`src/rtl/multi_buffer.sv`:
```
// multi_buffer: parametrised multi-entry FIFO driven by edge-strobed push/pop.
//
// A rising edge on in_strobe pushes in_data; a rising edge on out_strobe pops
// the head word. Push and pop may occur together. The fill count is held in
// its own register. Overflow and underflow are sticky error flags. clear is a
// synchronous flush that takes priority over every strobe event.
//
// Ports:
//   clk         single clock, rising edge
//   reset       asynchronous active-low reset
//   in_data     word to push (sampled on the push edge cycle)
//   in_strobe   push request, rising-edge sensitive
//   out_data    head word, asynchronous read (don't-care while empty)
//   out_strobe  pop request, rising-edge sensitive
//   full        count == DEPTH
//   empty       count == 0
//   count       number of stored words, 0..DEPTH
//   overflow    sticky: push attempted while full with no concurrent pop
//   underflow   sticky: pop attempted while empty
//   clear       synchronous flush, level-sensitive
module multi_buffer #(
  parameter int WIDTH      = 8,
  parameter int ADDR_WIDTH = 4
) (
  input  logic                  clk,
  input  logic                  reset,
  input  logic [WIDTH-1:0]      in_data,
  input  logic                  in_strobe,
  output logic [WIDTH-1:0]      out_data,
  input  logic                  out_strobe,
  output logic                  full,
  output logic                  empty,
  output logic [ADDR_WIDTH:0]   count,
  output logic                  overflow,
  output logic                  underflow,
  input  logic                  clear
);

  localparam int DEPTH = 1 << ADDR_WIDTH;
  localparam logic [ADDR_WIDTH:0] DEPTH_CNT = (ADDR_WIDTH+1)'(DEPTH);

  logic [WIDTH-1:0]      mem [DEPTH];
  logic [ADDR_WIDTH-1:0] wr_ptr;
  logic [ADDR_WIDTH-1:0] rd_ptr;
  logic                  in_strobe_prev;
  logic                  out_strobe_prev;
  logic                  push_edge;
  logic                  pop_edge;
  logic                  do_push;
  logic                  do_pop;

  // Previous-value registers reset to 1 so a strobe held high through reset
  // does not register as an edge.
  assign push_edge = in_strobe  & ~in_strobe_prev;
  assign pop_edge  = out_strobe & ~out_strobe_prev;

  assign full  = (count == DEPTH_CNT);
  assign empty = (count == '0);

  // A push into a full FIFO still proceeds when a pop frees the head slot in
  // the same cycle. A pop on an empty FIFO never proceeds, even alongside a
  // push, because the pushed word is not yet the head.
  assign do_push = push_edge & (~full | pop_edge);
  assign do_pop  = pop_edge  & ~empty;

  assign out_data = mem[rd_ptr];

  // Storage carries no reset; only pointers and flags are initialised.
  always_ff @(posedge clk) begin
    if (!clear && do_push) begin
      mem[wr_ptr] <= in_data;
    end
  end

  always_ff @(posedge clk or negedge reset) begin
    if (!reset) begin
      in_strobe_prev  <= 1'b1;
      out_strobe_prev <= 1'b1;
      wr_ptr          <= '0;
      rd_ptr          <= '0;
      count           <= '0;
      overflow        <= 1'b0;
      underflow       <= 1'b0;
    end else begin
      // Edge registers track their inputs even while clear discards events.
      in_strobe_prev  <= in_strobe;
      out_strobe_prev <= out_strobe;
      if (clear) begin
        wr_ptr    <= '0;
        rd_ptr    <= '0;
        count     <= '0;
        overflow  <= 1'b0;
        underflow <= 1'b0;
      end else begin
        if (do_push) begin
          wr_ptr <= wr_ptr + 1'b1;
        end
        if (do_pop) begin
          rd_ptr <= rd_ptr + 1'b1;
        end
        case ({do_push, do_pop})
          2'b10:   count <= count + 1'b1;
          2'b01:   count <= count - 1'b1;
          default: count <= count;
        endcase
        if (push_edge && full && !pop_edge) begin
          overflow <= 1'b1;
        end
        if (pop_edge && empty) begin
          underflow <= 1'b1;
        end
      end
    end
  end

endmodule

```
`config.mk`:
```
export PLATFORM = sky130hd
export DESIGN_NAME = multi_buffer
export DESIGN_NICKNAME = d
export VERILOG_FILES = /design/src/rtl/multi_buffer.sv
export SDC_FILE = /design/constraint.sdc
export NUM_CORES = 1
export LEC_CHECK = 0
export ABC_AREA = 1
export CAP_MARGIN = 20
export CORE_MARGIN = 1.5
export CORE_UTILIZATION = 49
export CTS_BUF_LIST = sky130_fd_sc_hd__clkbuf_8
export DETAILED_ROUTE_END_ITERATION = 8
export PLACE_DENSITY_LB_ADDON = 0.3
export SLEW_MARGIN = 10
export SYNTH_ARGS = -nofsm -noshare
export SYNTH_HDL_FRONTEND = slang
export SYNTH_SLANG_ARGS = --single-unit
```
`constraint.sdc`:
```
create_clock -name clk -period 2.1 [get_ports clk]
set_clock_uncertainty 0.15 [all_clocks]
set_input_delay 0.315 -clock clk [delete_from_list [all_inputs] [get_ports clk]]
set_output_delay 0.315 -clock clk [all_outputs]
set_load 0.1 [all_outputs]
```
[Word-level counts from Yosys, hierarchy flattened]
Memories as Yosys holds them, arrays and structs flattened.
Cells that the tools add are included.
Operators by class
  equality and inequality tests: 3
  mux-type cells: 12
  bitwise logic cells: 9
  add/sub/neg operators: 4
  reduce and logical (&&, ||, !) cells: 12
Operator list (count)
  2-to-1 mux 4 bit: 4
  case mux 5 bit (2 select lines): 1
  adder 4 x 1 -> 4 bit (second input constant): 2
  nonzero test 2 bit: 4
  2-to-1 mux 1 bit: 6
  adder 5 x 1 -> 5 bit (second input constant): 1
  equality test 5 bit (second input constant): 1
  logical NOT 5 bit: 1
  2-to-1 mux 5 bit: 1
  subtractor 5 x 1 -> 5 bit (second input constant): 1
  bitwise AND 1 bit: 4
  logical AND 1 bit: 4
  NOT 1 bit: 4
  nonzero test 3 bit: 1
  equality test 2 x 1 -> 1 bit (second input constant): 1
  equality test 2 bit (second input constant): 1
  logical NOT 1 bit: 2
  bitwise OR 1 bit: 1
Word-level totals
  logic and storage cells: 48
  bits in registers: 17
  output and inout port bits: 17
  bits of input ports: 13
  bits in writable memories: 128
  memories: 1
Memory list
  mem: words 16, width 8, rd ports 1, clocked after Yosys merged registers in 0, wr ports 1, RTL line 42  | logic [WIDTH-1:0] mem [DEPTH];

[Depth between registers and ports, before layout]
Gate-level depths: netlist of run 1.
  depth in word-level cells: 7
  mapped depth: 14
  mapped depth without buffers: 14

[Worst setup path after synthesis of run 1]
No wires, ideal clock.
  path kind: register -> register
  start point: register count[4]
  end point: memory mem[12][0], enable pin
  cell stages (with the launch flop): 8
  library setup time: 0.274 ns
  arrival: 2.703 ns
  path buffers: 0
  path slack: -1.028 ns
  period minus slack after synthesis: 3.128 ns
  required time: 1.676 ns
  path through: dfrtp_1 > inv_1 > nor2_2 > o21ai_4 > nand2_2 > inv_1 > nand2_1 > nor2_1
On the way
  longest elaborated chain between the ends: 7
Ends and longest elaborated chain
  from (decl): RTL line 33  | output logic [ADDR_WIDTH:0] count,
  from (signal assigned): RTL line 102  | 2'b10: count <= count + 1'b1;
  from (signal assigned): RTL line 103  | 2'b01: count <= count - 1'b1;
  from (signal assigned): RTL line 104  | default: count <= count;
  equality test 5 bit: RTL line 57  | assign full = (count == DEPTH_CNT);
  named net full: RTL line 31  | output logic full,
  NOT 1 bit: RTL line 63  | assign do_push = push_edge & (~full | pop_edge);
  bitwise OR 1 bit: RTL line 63
  bitwise AND 1 bit: RTL line 63
  logical AND 1 bit: RTL line 70  | if (!clear && do_push) begin
  2-to-1 mux 1 bit: RTL line 70
  2-to-1 mux 1 bit (not written as such): RTL line 71  | mem[wr_ptr] <= in_data;
  to (decl): RTL line 42
The timed path passes the listed nets, and every way through them passes these cells.

[Worst setup path after layout of run 1]
  start point: register rd_ptr[0]
  end point: output out_data[7]
On the way
  longest elaborated chain between the ends: 1
Ends and longest elaborated chain
  from (decl): RTL line 44  | logic [ADDR_WIDTH-1:0] rd_ptr;
  from (signal assigned): RTL line 99  | rd_ptr <= rd_ptr + 1'b1;
  memory read (16 x 8 bit)
  to (decl): RTL line 29  | output logic [WIDTH-1:0] out_data,
Every way passes these cells.

==> metrics.txt, run 1 <==
result of the run finished with violations; violations in the final reports setup timing; total half-perimeter wirelength after legalization and detailed placement 9170 µm; number of enable flip-flop cells after synthesis 128; sum of internal, switching and leakage power 6210 µW; final antenna diode count 0; WL per Instance 20.4 µm; TritonCTS sink count 145; port buffer count 29; overall routed net length 15200 µm; Die Width 115 µm; Setup crit end kind primary output; classification of the worst setup path register to primary output; most used flip-flop cell after synthesis sky130_fd_sc_hd__edfxtp_1; max-cap check violation count 0; largest net degree at the start of global routing 43; CP max FO 5; time the final worst path needs with I/O delays and setup 2.57 ns; library cells used by synthesis 33; mapped cell area 6120 µm²; initial core utilization 50.5%; slowest library cell on the worst path sky130_fd_sc_hd__dfrtp_2; largest delay contributor family on the critical path buffers and inverters; delay of the slowest cell on the worst path 0.48 ns; data required time at the worst endpoint 1.63 ns; vias per cell 5.77; post-CTS clock slew at the launch and capture registers of the worst setup and hold paths 0.07 ns; routability-driven placement congestion ratio 0.902; most common library cells after synthesis sky130_fd_sc_hd__edfxtp_1 (128), sky130_fd_sc_hd__nor2_1 (92), sky130_fd_sc_hd__o21ai_0 (50); leak pwr 0.00274 µW; area share of the largest cell type after synthesis 62.8%; drt first-iter violations 526; final design area excluding fillers 7880 µm²; RSZ-0062 raised after global routing true; num ports 30; count leader, synth sky130_fd_sc_hd__edfxtp_1; clock buffers created by TritonCTS 17; Slew Viols, Final 0; via count of the first global-routing pass 4088; DRC viols 0; main area contributors after synthesis sky130_fd_sc_hd__edfxtp_1 (63%), sky130_fd_sc_hd__dfrtp_1 (6.1%), sky130_fd_sc_hd__nor2_1 (5.6%), sky130_fd_sc_hd__o21ai_0 (4.1%), sky130_fd_sc_hd__o221ai_1 (3.4%); Peak VDD IR 0.000378 V; number of antenna violations at the first check in global routing 0; number of nets in the layout 586; area growth from synthesis to final layout 28.7%; final hold violation count 0; headroom to the max-slew limit 49.3%; clock tree root buffer cell sky130_fd_sc_hd__clkbuf_8; Startpoint Class register; final worst-path cycle share 122%; Worst Slack Setup Final -0.465 ns; count of state elements after synthesis 145; CTS tree yes; Chip Height 115 µm; Yosys warning count 0; Placement Cell Area 7130 µm²; sequential-to-total area share from yosys stat 69.8%; die area 13200 µm²; total number of H-tree levels 4; Total Routing Usage GR 22.6%; number of filler cells placed in the layout 900; pwr dens 789 nW/µm²; Via Count 4307; Hold WC Path Type input pin to asynchronous set/reset pin; buffers plus inverters on the worst setup path 3; critical path cell sequence buf_6 > clkbuf_16 > o21ai_0 > o221ai_1 > nand3_1 > nand2_2 > buf_12; worst path arrival time 2.10 ns; nets in the synthesized netlist 510; clock insertion delay at the later pin of the skew report 0.44 ns; Async SR Flop Fraction 11.7%; standard cell core area 12100 µm²; cell type contributing the most total cell area after synthesis sky130_fd_sc_hd__edfxtp_1; pin slew with the least headroom to its limit 0.758 ns; cell count after synthesis 490; residual overflow from global routing 0; post-route antenna net violation count 0; global-route wire length before repair 21700 µm; standard-cell row count 40; mean area per synthesized cell 12.5 µm²; fraction of final layout cells with drive strength greater than 1 32.2%; number of detailed-route iterations in the first pass 5; Final setup viols 8; Max clock buf depth 2; highest clock frequency the design can meet 390 MHz
sequential cells by signal, summed over array words and instances, names as in the netlist:
name,cells
mem,128
count,5
rd_ptr,4
wr_ptr,4
in_strobe_prev,1
out_strobe_prev,1
overflow,1
underflow,1
per-layer routing:
layer | wire length [µm] | track usage [%] | vias to the layer above
li1 | - | - | 1962
met1 | 5990 | 28.7 | 2097
met2 | 7610 | 37.5 | 208
met3 | 1110 | 4.43 | 40
met4 | 509 | 11.6 | 0
met5 | 0 | 0 | -
cell usage in the layout, fill, tap and decap left out, types with 9 or more instances in the layout:
master and count:
sky130_fd_sc_hd__buf_12 18, sky130_fd_sc_hd__o21ai_1 47, sky130_fd_sc_hd__clkdlybuf4s50_1 12, sky130_fd_sc_hd__dfrtp_1 9, sky130_fd_sc_hd__nor2_1 69, sky130_fd_sc_hd__buf_4 38, sky130_fd_sc_hd__nand2_1 18, sky130_fd_sc_hd__clkbuf_8 17
sky130_fd_sc_hd__nand3_1 20, sky130_fd_sc_hd__o21ai_0 19, sky130_fd_sc_hd__nand2_2 14, sky130_fd_sc_hd__inv_1 17, sky130_fd_sc_hd__edfxtp_1 128, sky130_fd_sc_hd__o221ai_1 17, sky130_fd_sc_hd__nor2_4 19
area by class of cell:
cell class | instances | area [µm²] | area share (%)
sequential | 145 | 4290 | 54.5
multi-input combinational | 294 | 1940 | 24.6
timing repair buffer | 81 | 1010 | 12.8
clock buffer | 17 | 234 | 2.97
tap | 168 | 210 | 2.67
inverter | 27 | 119 | 1.51
clock inverter | 14 | 78.8 | 1.00
worst paths after layout:
path / to / cells past startpoint / from / slack, ns
min: overflow / 2 / reset / 0.06
min in group clk: out_strobe_prev / 1 / out_strobe / 0.17
max reg2reg: count[4] / 12 / count[3] / 0.15
max: out_data[7] / 7 / rd_ptr[0] / -0.47
min reg2reg: overflow / 2 / overflow / 0.37
max in group asynchronous: out_strobe_prev / 2 / reset / 1.48
stage by stage:
step / cells / TNS [ns] / hold slack [ns] / setup WS (ns) / util (%)
2_1_floorplan: 490 / -38.00 / -0.131 / -0.296 / -
3_3_place_gp: 697 / -2.06 / 0.348 / -0.0677 / 58.9
3_5_place_dp: 697 / -10.24 / 0.353 / -0.156 / 58.9
4_1_cts: 728 / -2.76 / 0.0361 / -0.368 / 61.9
5_1_grt: 746 / -3.57 / 0.0633 / -0.473 / 65.0
6_report: 746 / -3.09 / 0.0580 / -0.465 / 65.0
report_power, final:
group	internal [µW]	switching, µW
logic	443	802
registers	3170	28.6
clock network	778	996
what timing repair did:
| action | in CTS | in global routing |
|---|---|---|
| setup buffers | 0 | 7 |
| hold buffers | 0 | 0 |
| cloned | 0 | 11 |
| pin swaps | 1 | 34 |
| endpoints found under the setup margin | 8 | 10 |
| gates resized for setup | 14 | 58 |
cell families (layout without fill, tap and decap cells):
family	after synthesis	in the layout	share of synthesized area [%]
xor gates and xnor gates	1	1	0.143
buffers and inverters	51	139	3.99
adders and majority gates	7	7	1.43
and+or+nand+nor	164	164	12.1
AOI/OAI and AO/OA	122	122	12.5
DFF	145	145	69.8
Note: power is estimated with default switching activity, not from simulation.
==> run 2: changes to the inputs <==
- ABC_AREA: 1 -> not set
==> metrics.txt, run 2 <==
result of the run finished with violations; violations in the final reports setup timing; number of antenna violations at the first check in global routing 0 (unchanged); pwr dens 904 nW/µm² (+15%); mean area per synthesized cell 18.9 µm² (+52%); Total Routing Usage GR 21.0% (-1.7 points); area growth from synthesis to final layout 33.8%; most common library cells after synthesis sky130_fd_sc_hd__edfxtp_1 (128), sky130_fd_sc_hd__mux4_2 (40), sky130_fd_sc_hd__nor2_1 (35); cell count after synthesis 312 (-36%); Max clock buf depth 2 (unchanged); largest register by flop count mem; time the final worst path needs with I/O delays and setup 2.85 ns (+0.282 ns); Startpoint Class register; drt first-iter violations 266 (-49%); Peak VDD IR 0.000738 V (+95%); CTS tree yes; classification of the worst setup path register to primary output; highest clock frequency the design can meet 351 MHz (-9.9%); mapped cell area 5910 µm² (-3.5%); Die Width 113 µm (-1.7%); Worst Slack Setup Final -0.748 ns (-0.282 ns); via count of the first global-routing pass 3323 (-19%); number of enable flip-flop cells after synthesis 128 (unchanged); non-filler instance count after layout 560 (-25%); main area contributors after synthesis sky130_fd_sc_hd__edfxtp_1 (65%), sky130_fd_sc_hd__mux4_2 (15%), sky130_fd_sc_hd__dfrtp_1 (6.4%), sky130_fd_sc_hd__nor2_1 (2.2%), sky130_fd_sc_hd__ha_1 (1.5%); port buffer count 29 (unchanged); Yosys warning count 0 (unchanged); standard cell core area 11600 µm² (-4.5%); headroom to the max-slew limit 60.3% (+11 points); residual overflow from global routing 0 (unchanged); placed cell count 522 (-25%); sequential-to-total area share from yosys stat 72.3% (+2.5 points); Slew Viols, Final 0 (unchanged); nets in the synthesized netlist 332 (-35%); TritonCTS sink count 145 (unchanged); total half-perimeter wirelength after legalization and detailed placement 7900 µm (-14%); number of cells traversed by the worst register-to-register path 10 (-2); post-CTS clock slew at the launch and capture registers of the worst setup and hold paths 0.08 ns (about the same); Hold WC Path Type input pin to asynchronous set/reset pin; amount of wire on met2 after detailed routing 6540 µm (-14%); sum of routed wire segments on met1 5510 µm (-8.0%); WL per Instance 23.1 µm (+13%); internal reg-to-reg setup slack -0.67 ns (-0.82 ns); routability-driven placement congestion ratio 0.832 (-7.8%); max-cap check violation count 0 (unchanged); leak pwr 0.00266 µW (-3.1%); library cells used by synthesis 36 (+9.1%); standard-cell row count 39 (-2.5%); most used flip-flop cell after synthesis sky130_fd_sc_hd__edfxtp_1; worst path arrival time 2.38 ns (+0.28 ns); highest-count cells in the layout ignoring fill and taps sky130_fd_sc_hd__edfxtp_1 (128), sky130_fd_sc_hd__mux4_2 (40), sky130_fd_sc_hd__buf_12 (28); final design area excluding fillers 7910 µm² (+0.35%); fraction of final layout cells with drive strength greater than 1 46.3% (+14 points); largest net degree at the start of global routing 24 (-44%); flip-flop count of the largest register after layout 128 (unchanged); count leader, synth sky130_fd_sc_hd__edfxtp_1; die area 12700 µm² (-3.4%); vias per cell 5.90 (+2.1%); area share of the largest cell type after synthesis 65.1% (+2.2 points); initial core utilization 51.1% (+0.56 points); Setup crit end kind primary output; global-route wire length before repair 19200 µm (-12%); Via Count 3302 (-23%); total met3 wirelength after detailed routing 690 µm (-38%); total negative slack -7.01 ns (-3.92 ns); Async SR Flop Fraction 11.7% (unchanged); clock insertion delay at the later pin of the skew report 0.44 ns (about the same); Chip Height 113 µm (-1.7%); overall routed net length 12900 µm (-15%); CP max FO 6 (+1); clock tree root buffer cell sky130_fd_sc_hd__clkbuf_8; Placement Cell Area 7100 µm² (-0.51%); data required time at the worst endpoint 1.63 ns (about the same); clock buffers created by TritonCTS 17 (unchanged); commonest non-fill, non-tap cell in the layout sky130_fd_sc_hd__edfxtp_1; uppermost signal routing layer after detailed routing met4; Regs by FF count mem (128), count (5); hold buffers post-CTS 0 (unchanged); post-route antenna net violation count 0 (unchanged); final worst-path cycle share 136% (+13 points); Final setup viols 15 (+7); RSZ-0062 raised after global routing true; final hold violation count 0 (unchanged); DRC viols 0 (unchanged); number of nets in the layout 425 (-27%); count of state elements after synthesis 145 (unchanged); num ports 30 (unchanged); final antenna diode count 0 (unchanged); number of detailed-route iterations in the first pass 5 (unchanged); total number of H-tree levels 4 (unchanged); pin slew with the least headroom to its limit 0.593 ns (-0.165 ns); cell type contributing the most total cell area after synthesis sky130_fd_sc_hd__edfxtp_1
==> run 2: critical path, cell delays in order, from the launching register on <==
cell                      delay [ns]
sky130_fd_sc_hd__dfrtp_2        0.38
sky130_fd_sc_hd__buf_12         0.14
sky130_fd_sc_hd__buf_12         0.13
sky130_fd_sc_hd__mux4_2         0.54
sky130_fd_sc_hd__mux4_2         0.54
sky130_fd_sc_hd__buf_12         0.19
==> run 2: timing repair <==
action / 4_1_cts / 5_1_grt
pin swaps: 10 / 16
buffers inserted: 4 / 12
resized for setup: 28 / 31
cloned: 0 / 2
setup endpoints to repair: 76 / 148
==> run 2: metal layers <==
metal  up-vias  GRT usage, %
met3        21          4.28
met1      1732          29.3
met5         -             0
li1       1426             -
met2       123          33.5
met4         0          7.34
==> run 2: path summary, 6_finish.rpt <==
kind	start	endpoint
setup / recovery	rd_ptr[0]	out_data[2]
hold / removal	reset	overflow
setup reg to reg	count[1]	count[4]
hold reg to reg	overflow	overflow
max in group asynchronous	reset	rd_ptr[0]
min in group clk	out_strobe	out_strobe_prev
==> run 2: through the flow <==
step	setup slack, ns	utilization, %	power [µW]	hold slack (ns)
after floorplan	-1.13	-	4030	-0.131
after global placement	-0.679	61.4	4450	0.336
after detailed placement	-0.769	61.4	4470	0.340
after CTS	-0.793	66.6	7100	0.0181
after global routing	-0.790	68.4	7340	0.0481
final	-0.748	68.4	7150	0.0309
==> run 2: power by group <==
group          total, µW  internal (µW)  switching (µW)
clock               2560           1530            1040
sequential          3200           3180            25.0
combinational       1390            615             771
==> run 2: logic make-up after synthesis <==
| family | count (synthesis) | share of synthesized area [%] |
|---|---|---|
| flip-flops | 145 | 72.3 |
| AND/OR/NAND/NOR | 71 | 5.68 |
| multiplexers | 42 | 15.6 |
| AO/OA/AOI/OAI | 20 | 2.33 |
| buffers and inverters | 19 | 1.42 |
| XOR/XNOR | 8 | 1.19 |
| adder cells (fa/ha/maj) | 7 | 1.48 |
==> run 2: final cells by class <==
cell class | count | area (µm²)
Clock buffer | 17 | 234
Clock inverter | 14 | 238
Fill cell | 719 | 3660
Inverter | 3 | 11.3
Multi-Input combinational cell | 148 | 1780
Sequential cell | 145 | 4290
Tap cell | 143 | 179
Timing Repair Buffer | 90 | 1170
